**config.mk**
```make
export PLATFORM = sky130hd
export DESIGN_NAME = bayes_accumulate
export DESIGN_NICKNAME = d
export VERILOG_FILES = /design/src/rtl/bayes_pkg.sv /design/src/rtl/acc_lane.sv /design/src/rtl/bayes_accumulate.sv
export SDC_FILE = /design/constraint.sdc
export NUM_CORES = 1
export LEC_CHECK = 0
export CORE_ASPECT_RATIO = 0.7
export CORE_MARGIN = 1
export CORE_UTILIZATION = 60
export CTS_BUF_LIST = sky130_fd_sc_hd__clkbuf_16
export DETAILED_ROUTE_END_ITERATION = 12
export PLACE_DENSITY_LB_ADDON = 0.15
export SETUP_SLACK_MARGIN = 0.15
export SYNTH_ARGS = -nofsm -noshare
export SYNTH_HDL_FRONTEND = slang
export SYNTH_SLANG_ARGS = --single-unit
```
**constraint.sdc**
```tcl
create_clock -name clk -period 5.4 [get_ports clk]
set_input_delay 1.35 -clock clk [delete_from_list [all_inputs] [get_ports clk]]
set_output_delay 1.35 -clock clk [all_outputs]
set_load 0.05 [all_outputs]
```
**src/rtl/bayes_pkg.sv**
```systemverilog
// Shared constants and types for the bayes_accumulate block: default
// widths and class/observation counts, plus the control FSM state type.
package bayes_pkg;

  localparam int M_DEF       = 8;
  localparam int N_CLASS_DEF = 4;
  localparam int N_OBS_DEF   = 4;

  typedef enum logic [1:0] {
    IDLE    = 2'd0,
    ACCUM   = 2'd1,
    COMPARE = 2'd2,
    DONE    = 2'd3
  } state_e;

endpackage : bayes_pkg

```
**src/rtl/acc_lane.sv**
```systemverilog
// One saturating log-probability accumulator lane. clr_i zeroes the lane at
// the start of an inference; en_i adds add_i with saturation to all-ones.
// sat_o is a sticky flag raised the first time an add carries out of M bits.
module acc_lane
  import bayes_pkg::*;
#(
  parameter int M = M_DEF
) (
  input  logic         clk,
  input  logic         rst,
  input  logic         clr_i,
  input  logic         en_i,
  input  logic [M-1:0] add_i,
  output logic [M-1:0] acc_o,
  output logic         sat_o
);

  logic [M-1:0] acc_q, acc_d;
  logic         sat_q, sat_d;
  logic [M:0]   sum;

  // Next-state: widen by one bit so the carry out selects saturation.
  always_comb begin
    // NOTE: every variable gets a default first so no path leaves it unassigned (no latch).
    acc_d = acc_q;
    sat_d = sat_q;
    sum   = {1'b0, acc_q} + {1'b0, add_i};
    if (clr_i) begin
      acc_d = '0;
      sat_d = 1'b0;
    end else if (en_i) begin
      if (sum[M]) begin
        acc_d = '1;
        sat_d = 1'b1;
      end else begin
        acc_d = sum[M-1:0];
      end
    end
  end

  // Accumulator register; once all-ones, any further add carries again,
  // so a saturated lane stays saturated for the rest of the inference.
  always_ff @(posedge clk) begin
    // NOTE: the accumulator is reset even though it is cleared by start, so no partial result survives a reset.
    if (rst) begin
      acc_q <= '0;
      sat_q <= 1'b0;
    end else begin
      // NOTE: sequential state uses non-blocking assignment only.
      acc_q <= acc_d;
      sat_q <= sat_d;
    end
  end

  assign acc_o = acc_q;
  assign sat_o = sat_q;

endmodule : acc_lane

```
**src/rtl/bayes_accumulate.sv**
```systemverilog
// Naive-Bayes log-likelihood accumulator: sums a stream of class-minor
// log-likelihood beats into N_CLASS saturating accumulators, scans them for
// the maximum (ties to the lowest index) and presents the winner with a
// valid/ready handshake.
// Optional feature macro: BAYES_SAT_FLAG_EN adds the sat_flag output.
module bayes_accumulate
  import bayes_pkg::*;
#(
  parameter int M       = M_DEF,
  parameter int N_CLASS = N_CLASS_DEF,
  parameter int N_OBS   = N_OBS_DEF
) (
  input  logic                       clk,
  input  logic                       rst,
  input  logic                       start,
  input  logic                       in_valid,
  output logic                       in_ready,
  input  logic [M-1:0]               in_proba,
  output logic                       out_valid,
  input  logic                       out_ready,
  output logic [$clog2(N_CLASS)-1:0] out_class,
  output logic [M-1:0]               out_score,
  output logic                       busy
`ifdef BAYES_SAT_FLAG_EN
  ,
  output logic                       sat_flag
`endif
);

  localparam int CW = (N_CLASS > 1) ? $clog2(N_CLASS) : 1;
  localparam int OW = (N_OBS > 1) ? $clog2(N_OBS) : 1;
  localparam int SW = $clog2(N_CLASS + 1);

  localparam logic [CW-1:0] CLS_LAST  = CW'(N_CLASS - 1);
  localparam logic [OW-1:0] OBS_LAST  = OW'(N_OBS - 1);
  localparam logic [SW-1:0] SCAN_LAST = SW'(N_CLASS);

  state_e        state_q, state_d;
  logic [CW-1:0] cls_q, cls_d;
  logic [OW-1:0] obs_q, obs_d;
  logic [SW-1:0] scan_q, scan_d;
  logic [CW-1:0] best_idx_q, best_idx_d;
  logic [M-1:0]  best_score_q, best_score_d;
  logic [CW-1:0] out_class_q, out_class_d;
  logic [M-1:0]  out_score_q, out_score_d;

  logic               clr_acc;
  logic               beat_acc;
  logic [M-1:0]       acc_scan;
  logic [CW-1:0]      scan_idx;
  logic [M-1:0]       acc_vals [N_CLASS];
  logic [N_CLASS-1:0] lane_sat;

  assign beat_acc = (state_q == ACCUM) && in_valid;
  assign scan_idx = scan_q[CW-1:0];
  assign acc_scan = acc_vals[scan_idx];

  // One accumulator lane per class; only the lane addressed by the class
  // counter adds the current beat.
  for (genvar g = 0; g < N_CLASS; g++) begin : g_lane
    acc_lane #(.M(M)) u_lane (
      .clk   (clk),
      .rst   (rst),
      .clr_i (clr_acc),
      .en_i  (beat_acc && (cls_q == CW'(g))),
      .add_i (in_proba),
      .acc_o (acc_vals[g]),
      .sat_o (lane_sat[g])
    );
  end

  // Next-state, counters, max-scan and handshake outputs.
  always_comb begin
    state_d      = state_q;
    cls_d        = cls_q;
    obs_d        = obs_q;
    scan_d       = scan_q;
    best_idx_d   = best_idx_q;
    best_score_d = best_score_q;
    out_class_d  = out_class_q;
    out_score_d  = out_score_q;
    clr_acc      = 1'b0;
    in_ready     = 1'b0;
    out_valid    = 1'b0;
    busy         = 1'b1;

    case (state_q)
      IDLE: begin
        busy = 1'b0;
        if (start) begin
          clr_acc = 1'b1;
          cls_d   = '0;
          obs_d   = '0;
          state_d = ACCUM;
        end
      end

      ACCUM: begin
        in_ready = 1'b1;
        if (in_valid) begin
          if (cls_q == CLS_LAST) begin
            cls_d = '0;
            if (obs_q == OBS_LAST) begin
              obs_d   = '0;
              scan_d  = '0;
              state_d = COMPARE;
            end else begin
              obs_d = obs_q + 1'b1;
            end
          end else begin
            cls_d = cls_q + 1'b1;
          end
        end
      end

      // Scan indices 0..N_CLASS-1 one per cycle, then commit the winner.
      COMPARE: begin
        if (scan_q == SCAN_LAST) begin
          out_class_d = best_idx_q;
          out_score_d = best_score_q;
          state_d     = DONE;
        end else begin
          if ((scan_q == '0) || (acc_scan > best_score_q)) begin
            best_idx_d   = scan_idx;
            best_score_d = acc_scan;
          end
          scan_d = scan_q + 1'b1;
        end
      end

      DONE: begin
        out_valid = 1'b1;
        if (out_ready) begin
          state_d = IDLE;
        end
      end

      default: state_d = IDLE;
    endcase
  end

  // FSM state register.
  always_ff @(posedge clk) begin
    if (rst) begin
      state_q <= IDLE;
    end else begin
      state_q <= state_d;
    end
  end

  // Datapath registers: beat counters, scan pointer, running best, result.
  always_ff @(posedge clk) begin
    if (rst) begin
      cls_q        <= '0;
      obs_q        <= '0;
      scan_q       <= '0;
      best_idx_q   <= '0;
      best_score_q <= '0;
      out_class_q  <= '0;
      out_score_q  <= '0;
    end else begin
      cls_q        <= cls_d;
      obs_q        <= obs_d;
      scan_q       <= scan_d;
      best_idx_q   <= best_idx_d;
      best_score_q <= best_score_d;
      out_class_q  <= out_class_d;
      out_score_q  <= out_score_d;
    end
  end

  assign out_class = out_class_q;
  assign out_score = out_score_q;

`ifdef BAYES_SAT_FLAG_EN
  // Lanes keep their sticky saturation bit until the next start or reset.
  assign sat_flag = |lane_sat;
`else
  logic unused_sat;
  assign unused_sat = |lane_sat;
`endif

endmodule : bayes_accumulate
```
==> flow_summary.json, run 1 <==
{
  "root_buffer": "clkbuf_16",
  "finalNonFillerCells": 531,
  "route.detailed.drc": 0,
  "synth_top_area_share_pct": 29.6,
  "ys_async_sr_fraction_pct": 0,
  "dieWidth_um": 101,
  "yosys_most_used_dff": "dfxtp_1",
  "min_period_over_period_pct": 65.4,
  "fin_skew_ns": 0.00510,
  "fin_crit_ns": 3.53,
  "syn_nets": 485,
  "wl_mm": 9.65,
  "cts_sinks": 61,
  "ant_nets": 0,
  "yosys_warnings": 0,
  "end_kind": "register",
  "synth_edf_count": 0,
  "synthXorXnorAreaFrac_pct": 5.10,
  "synth_area_leaders": "dfxtp_1 (30%), ha_1 (16%), o221a_1 (8.7%)",
  "synth_top_family_by_area": "compound AO/OA/AOI/OAI gates",
  "grt_remaining_overflow": 0,
  "place.gp.congestion": 0.915,
  "p_comb_share_pct": 30.8,
  "synth_simple_gate_area_share_pct": 11.0,
  "nNetsFinal": 506,
  "slew_violations": 0,
  "first_pass_iters": 4,
  "path_class": "input port to register",
  "crit_required_ns": 5.61,
  "rsz0062_at_grt": "no",
  "h-tree-depth": 3,
  "yosysTopAreaCell": "dfxtp_1",
  "core_um2": 6430,
  "dp_hpwl_mm": 7.34,
  "p_sw_uw": 483,
  "hold_viol_final": 0,
  "syn_avg_cell_area_um2": 9.90,
  "synth_seq_cells": 61,
  "drive_gt1_share_pct": 8.86,
  "io_buffers": 25,
  "pwr-share-seq_pct": 35.1,
  "cts_made_buffers": 9,
  "clock_path_buffers": 2,
  "outcome": "complete, no violations",
  "syn_area_um2": 4120,
  "cts_resized": 0,
  "synthAdderAreaFrac_pct": 17.7,
  "grt_pass1_vias": 3280,
  "drtIter0Drc": 159,
  "place_inst": 517,
  "worst_ir_drop_vdd_uv": 298,
  "via_count": 3293,
  "crit_arrival_ns": 3.75,
  "synth_most_common_cell": "dfxtp_1",
  "utilization_pct": 72.8,
  "insertion_delay_ns": 0.33,
  "globalRouteTotalUtil_pct": 29.9,
  "rr_startpoint": "scan_q[1]$_SDFFE_PP0P_",
  "synth.area.mux_share_pct": 7.77,
  "p_sw_share_pct": 33.6,
  "post_cts_buffers": 0,
  "crit_path_start_kind": "input port",
  "grt_max_degree": 41,
  "num_rows": 24,
  "critPathMaxFanout": 8,
  "routed_via_density": 6.20,
  "areaGrowthSynthToFinish_pct": 13.6,
  "n_antenna_cell": 0,
  "grt_pass1_wl_mm": 16.3,
  "die_area_um2": 7210,
  "synth_compound_area_share_pct": 25.5,
  "fmax_mhz": 283,
  "holdBufCountCts": 0,
  "hp-class": "register to register",
  "pin_count": 26,
  "relSlewSlack_pct": 58.8,
  "crit_start": "in_proba[1]",
  "cts_tree": "yes",
  "synthTopCellsByCount": "dfxtp_1 (61), ha_1 (52), nand2_1 (33), o221a_1 (32), a21oi_1 (28)",
  "power_density_nw_per_um2": 307,
  "grt_antenna_before_repair": 0,
  "die_y_um": 71.3,
  "tns_ns": 0,
  "clk_pin_slew_ns": 0.05,
  "maxCapViolCount": 0,
  "holdWs_ns": 0.450,
  "worstMarginPinSlew_ns": 0.617,
  "start_util_pct": 64.1,
  "hp-start": "out_class[0]$_SDFFE_PP0P_",
  "p_clk_share_pct": 34.1,
  "syn-instance-count": 416,
  "synth.distinct_cells": 40,
  "internal-power_uw": 955,
  "avgRoutedWirePerCell_um": 18.2,
  "leakage_uw": 0.00195,
  "finalSetupViolCount": 0,
  "yosysSeqAreaShare_pct": 29.6
}
cell type report:
type / instances / area (um2)
multi-input cells: 321 / 2770
fillers: 501 / 1750
well taps: 91 / 114
repair buffers: 27 / 265
inverters: 17 / 63.8
clock buffers: 9 / 225
clock inverters: 5 / 21.3
flip-flops and latches: 61 / 1220
per-stage QoR:
| stage | power (uW) | setup WS, ns | area [um2] |
|---|---|---|---|
| 4_1_cts | 1440 | 1.86 | 4680 |
| 5_1_grt | 1510 | 1.74 | 4680 |
| 3_5_place_dp | 950 | 1.54 | 4430 |
| 3_3_place_gp | 935 | 1.61 | 4430 |
| 2_1_floorplan | 843 | 2.32 | 4120 |
| 6_report | 1440 | 1.87 | 4680 |
critical path: stages:
cell             delay [ns]
clkdlybuf4s50_1        0.68
fa_1                   0.58
a21o_1                 0.18
a21oi_2                0.24
o21ai_2                0.09
a211o_4                0.38
o221a_1                0.24
routing by layer:
metal	share of wire, %	routed length [um]	global-route usage (%)
met1	45	4320	38.8
met3	7.9	762	8.78
met5	0	0	0
met4	2.1	204	11.1
met2	45	4360	47.4
cells in the final DEF, fill, tap and decap left out, drive strengths merged, types with 5 or more instances in the layout:
master          n
dfxtp          61
ha             52
a21oi          36
nand2          33
o221a          32
clkdlybuf4s50  25
nand2b         20
a21o           20
inv            18
xnor2          16
mux2i          14
o21ai          13
nor2           10
o21bai          9
a211oi          9
clkbuf          9
mux4            8
xor2            8
nand3           7
and3            6
nor3            6
a211o           5
power by group through the flow:
stage / Combinational (uW) / Clock, uW / Sequential, uW
floorplan: 341 / 0 / 502
global placement: 423 / 0 / 512
detailed placement: 437 / 0 / 513
CTS: 442 / 492 / 504
global route: 492 / 509 / 507
finish: 443 / 490 / 504
sequential cells by signal, indices dropped and copies added, names as in the netlist:
signal,flops
best_idx_q,2
cls_q,2
scan_q,3
obs_q,2
out_score,8
state_q,2
best_score_q,8
out_class,2
g_lane.u_lane.acc_o,32
path summary, 6_finish.rpt:
path / end / cells past startpoint / slack [ns]
min reg2reg: out_class[0]$_SDFFE_PP0P_ / 2 / 0.45
max: g_lane[1].u_lane.acc_o[4]$_SDFFE_PP0P_ / 7 / 1.87
max reg2reg: best_idx_q[1]$_SDFFE_PP0P_ / 7 / 2.49
min: out_class[0]$_SDFFE_PP0P_ / 2 / 0.45
kinds of logic (layout without fill, tap and decap cells):
| group | Yosys count | after routing |
|---|---|---|
| xor+xnor | 24 | 24 |
| simple gates | 91 | 91 |
| buf+inv | 34 | 58 |
| flops | 61 | 61 |
| compound gates | 128 | 128 |
| mux | 22 | 22 |
| fa+ha+maj | 56 | 56 |
(Power assumes the default switching activity.)
==> inputs of run 2 (changes only) <==
--- a/config.mk
+++ b/config.mk
@@ -7,7 +7,7 @@
 export LEC_CHECK = 0
 export CORE_ASPECT_RATIO = 0.7
 export CORE_MARGIN = 1
-export CORE_UTILIZATION = 60
+export CORE_UTILIZATION = 54
 export CTS_BUF_LIST = sky130_fd_sc_hd__clkbuf_16
 export DETAILED_ROUTE_END_ITERATION = 12
 export PLACE_DENSITY_LB_ADDON = 0.15
==> constraint.sdc (replaced) <==
create_clock -name clk -period 3.1 [get_ports clk]
set_input_delay 0.775 -clock clk [delete_from_list [all_inputs] [get_ports clk]]
set_output_delay 0.775 -clock clk [all_outputs]
set_load 0.05 [all_outputs]
==> run 2 against run 1 <==
  * Final area is 4.6% higher
  * Wire length up 2.4%
  * First-iteration DRC count down 23%
  * Clock power increased by 130%
  * Combinational power up 77%
  * Count of clock-buffer cells in the layout stayed put
  * Global-route usage is 3.2 points lower
  * Sequential cell count unchanged
  * Worst hold slack better by 0.0025 ns
  * Final cell count is 4.7% higher
==> flow_summary.json, run 2 (synthesis gave the netlist of run 1 again) <==
{
  "start_util_pct": 56.0,
  "io_buffers": 25,
  "critPathSlowestCell": "clkdlybuf4s50_1",
  "pwr-share-seq_pct": 31.4,
  "route.detailed.drc": 0,
  "globalRouteTotalUtil_pct": 26.6,
  "largest_reg_flops": 32,
  "crit_required_ns": 3.32,
  "h-tree-depth": 3,
  "worst_ir_drop_vdd_uv": 533,
  "holdBufCountCts": 0,
  "path_class": "input port to register",
  "core_um2": 7350,
  "via_count": 3320,
  "num_rows": 26,
  "fmax_mhz": 348,
  "rsz0062_at_grt": "no",
  "dieWidth_um": 106,
  "maxCapViolCount": 0,
  "outcome": "complete, no violations",
  "first_pass_iters": 4,
  "layout_common_cells": "dfxtp_1 (61), ha_1 (52), nand2_1 (33)",
  "power_density_nw_per_um2": 569,
  "grt_remaining_overflow": 0,
  "wl_mm": 9.89,
  "ant_nets": 0,
  "p_sw_share_pct": 30.8,
  "place.gp.congestion": 0.944,
  "crit_path_start_kind": "input port",
  "path_buf_inv": 1,
  "finalNonFillerCells": 556,
  "leakage_uw": 0.00209,
  "dp_hpwl_mm": 7.43,
  "min_period_over_period_pct": 92.6,
  "drtIter0Drc": 123,
  "cts_made_buffers": 9,
  "grt_pass1_vias": 3115,
  "p_sw_uw": 858,
  "die_area_um2": 7990,
  "worstMarginPinSlew_ns": 0.535,
  "hold_viol_final": 0,
  "drive_gt1_share_pct": 12.4,
  "p_comb_share_pct": 28.1,
  "pin_count": 26,
  "internal-power_uw": 1930,
  "avgRoutedWirePerCell_um": 17.8,
  "rr_startpoint": "scan_q[1]$_SDFFE_PP0P_",
  "final_common_cell": "dfxtp_1",
  "place_inst": 540,
  "fin_skew_ns": 0.00344,
  "n_antenna_cell": 0,
  "clock_path_buffers": 2,
  "clk_pin_slew_ns": 0.05,
  "critPathMaxFanout": 8,
  "finalSetupViolCount": 0,
  "grt_pass1_wl_mm": 15.9,
  "post_cts_buffers": 0,
  "root_buffer": "clkbuf_16",
  "reg2reg_slack_ns": 0.37,
  "die_y_um": 75.1,
  "total_power_uw": 2790,
  "crit_path_max_incr_delay_ns": 0.53,
  "grt_antenna_before_repair": 0,
  "slew_violations": 0,
  "cts_sinks": 61,
  "crit_start": "in_proba[0]",
  "cts_tree": "yes",
  "hp-class": "register to register",
  "fin_crit_ns": 2.87,
  "areaGrowthSynthToFinish_pct": 18.8,
  "cts_resized": 0,
  "relSlewSlack_pct": 64.0,
  "hp-start": "out_score[6]$_SDFFE_PP0P_",
  "grt_max_degree": 33,
  "end_kind": "register",
  "insertion_delay_ns": 0.34,
  "p_clk_share_pct": 40.4,
  "routed_via_density": 5.97,
  "critPathTopFamily": "compound AO/OA/AOI/OAI gates",
  "tns_ns": 0,
  "crit_chain": "clkdlybuf4s50_1 > ha_1 > fa_1 > a21o_1 > a21oi_2 > o21ai_2 > a211o_4 > o221a_1",
  "crit_arrival_ns": 3.09,
  "nNetsFinal": 522
}
==> run 2: cell count changes in the layout (fill, tap and decap cells not counted) <==
cell / previous run / this run
buf_4: 2 / 18
bufinv_16: 0 / 3
clkdlybuf4s50_1: 25 / 24
clkinv_1: 2 / 1
clkinv_2: 2 / 1
dlymetal6s2s_1: 0 / 1
inv_1: 18 / 19
==> run 2: per-stage QoR <==
step | worst slack [ns] | area, um2 | hold WS, ns | util [%]
after global routing | 0.152 | 4900 | 0.471 | 66.6
final | 0.229 | 4900 | 0.453 | 66.6
after detailed placement | -0.0899 | 4560 | 0.446 | 62.0
after global placement | -0.0342 | 4560 | 0.443 | 62.0
after floorplan | 0.585 | 4120 | 0.432 | -
after CTS | 0.196 | 4890 | 0.453 | 66.6
==> run 2: final cells by class <==
cell class	count	area (um2)
clock buffers	9	225
clock inverters	7	106
fillers	590	2460
inverters	17	63.8
multi-input cells	321	2770
flip-flops and latches	61	1220
well taps	98	123
repair buffers	43	388
==> run 2: worst min-delay path, stage by stage (launching register included) <==
cell and delay (ns):
dfxtp_1 0.30, nand2_1 0.05, a21oi_1 0.05
==> run 2: power groups by stage <==
| stage | combinational, uW | clock (uW) | sequential [uW] |
|---|---|---|---|
| 6_report | 784 | 1130 | 876 |
| 4_1_cts | 782 | 1140 | 875 |
| 5_1_grt | 861 | 1180 | 882 |
| 2_1_floorplan | 594 | 0 | 874 |
| 3_3_place_gp | 750 | 0 | 890 |
| 3_5_place_dp | 771 | 0 | 891 |
==> run 2: final timing paths <==
| path | endpoint | cells after the start |
|---|---|---|
| min reg2reg | out_score[6]$_SDFFE_PP0P_ | 2 |
| max | g_lane[3].u_lane.acc_o[1]$_SDFFE_PP0P_ | 8 |
| min | out_score[6]$_SDFFE_PP0P_ | 2 |
| max reg2reg | best_idx_q[1]$_SDFFE_PP0P_ | 8 |
==> run 2: per-layer routing <==
layer	share of wire [%]	vias to the layer above	global-route usage (%)
met5	0	-	0
met3	5.0	19	7.36
met4	2.3	0	9.72
met2	43	72	41.1
met1	49	1587	36.1
li1	-	1642	-
==> inputs of run 3 (changes only) <==
--- a/config.mk
+++ b/config.mk
@@ -12,6 +12,7 @@
 export DETAILED_ROUTE_END_ITERATION = 12
 export PLACE_DENSITY_LB_ADDON = 0.15
 export SETUP_SLACK_MARGIN = 0.15
+export SLEW_MARGIN = 25
 export SYNTH_ARGS = -nofsm -noshare
 export SYNTH_HDL_FRONTEND = slang
 export SYNTH_SLANG_ARGS = --single-unit
==> results of run 3 <==
The final DEF is identical to that of run 2; final timing and power are the same.
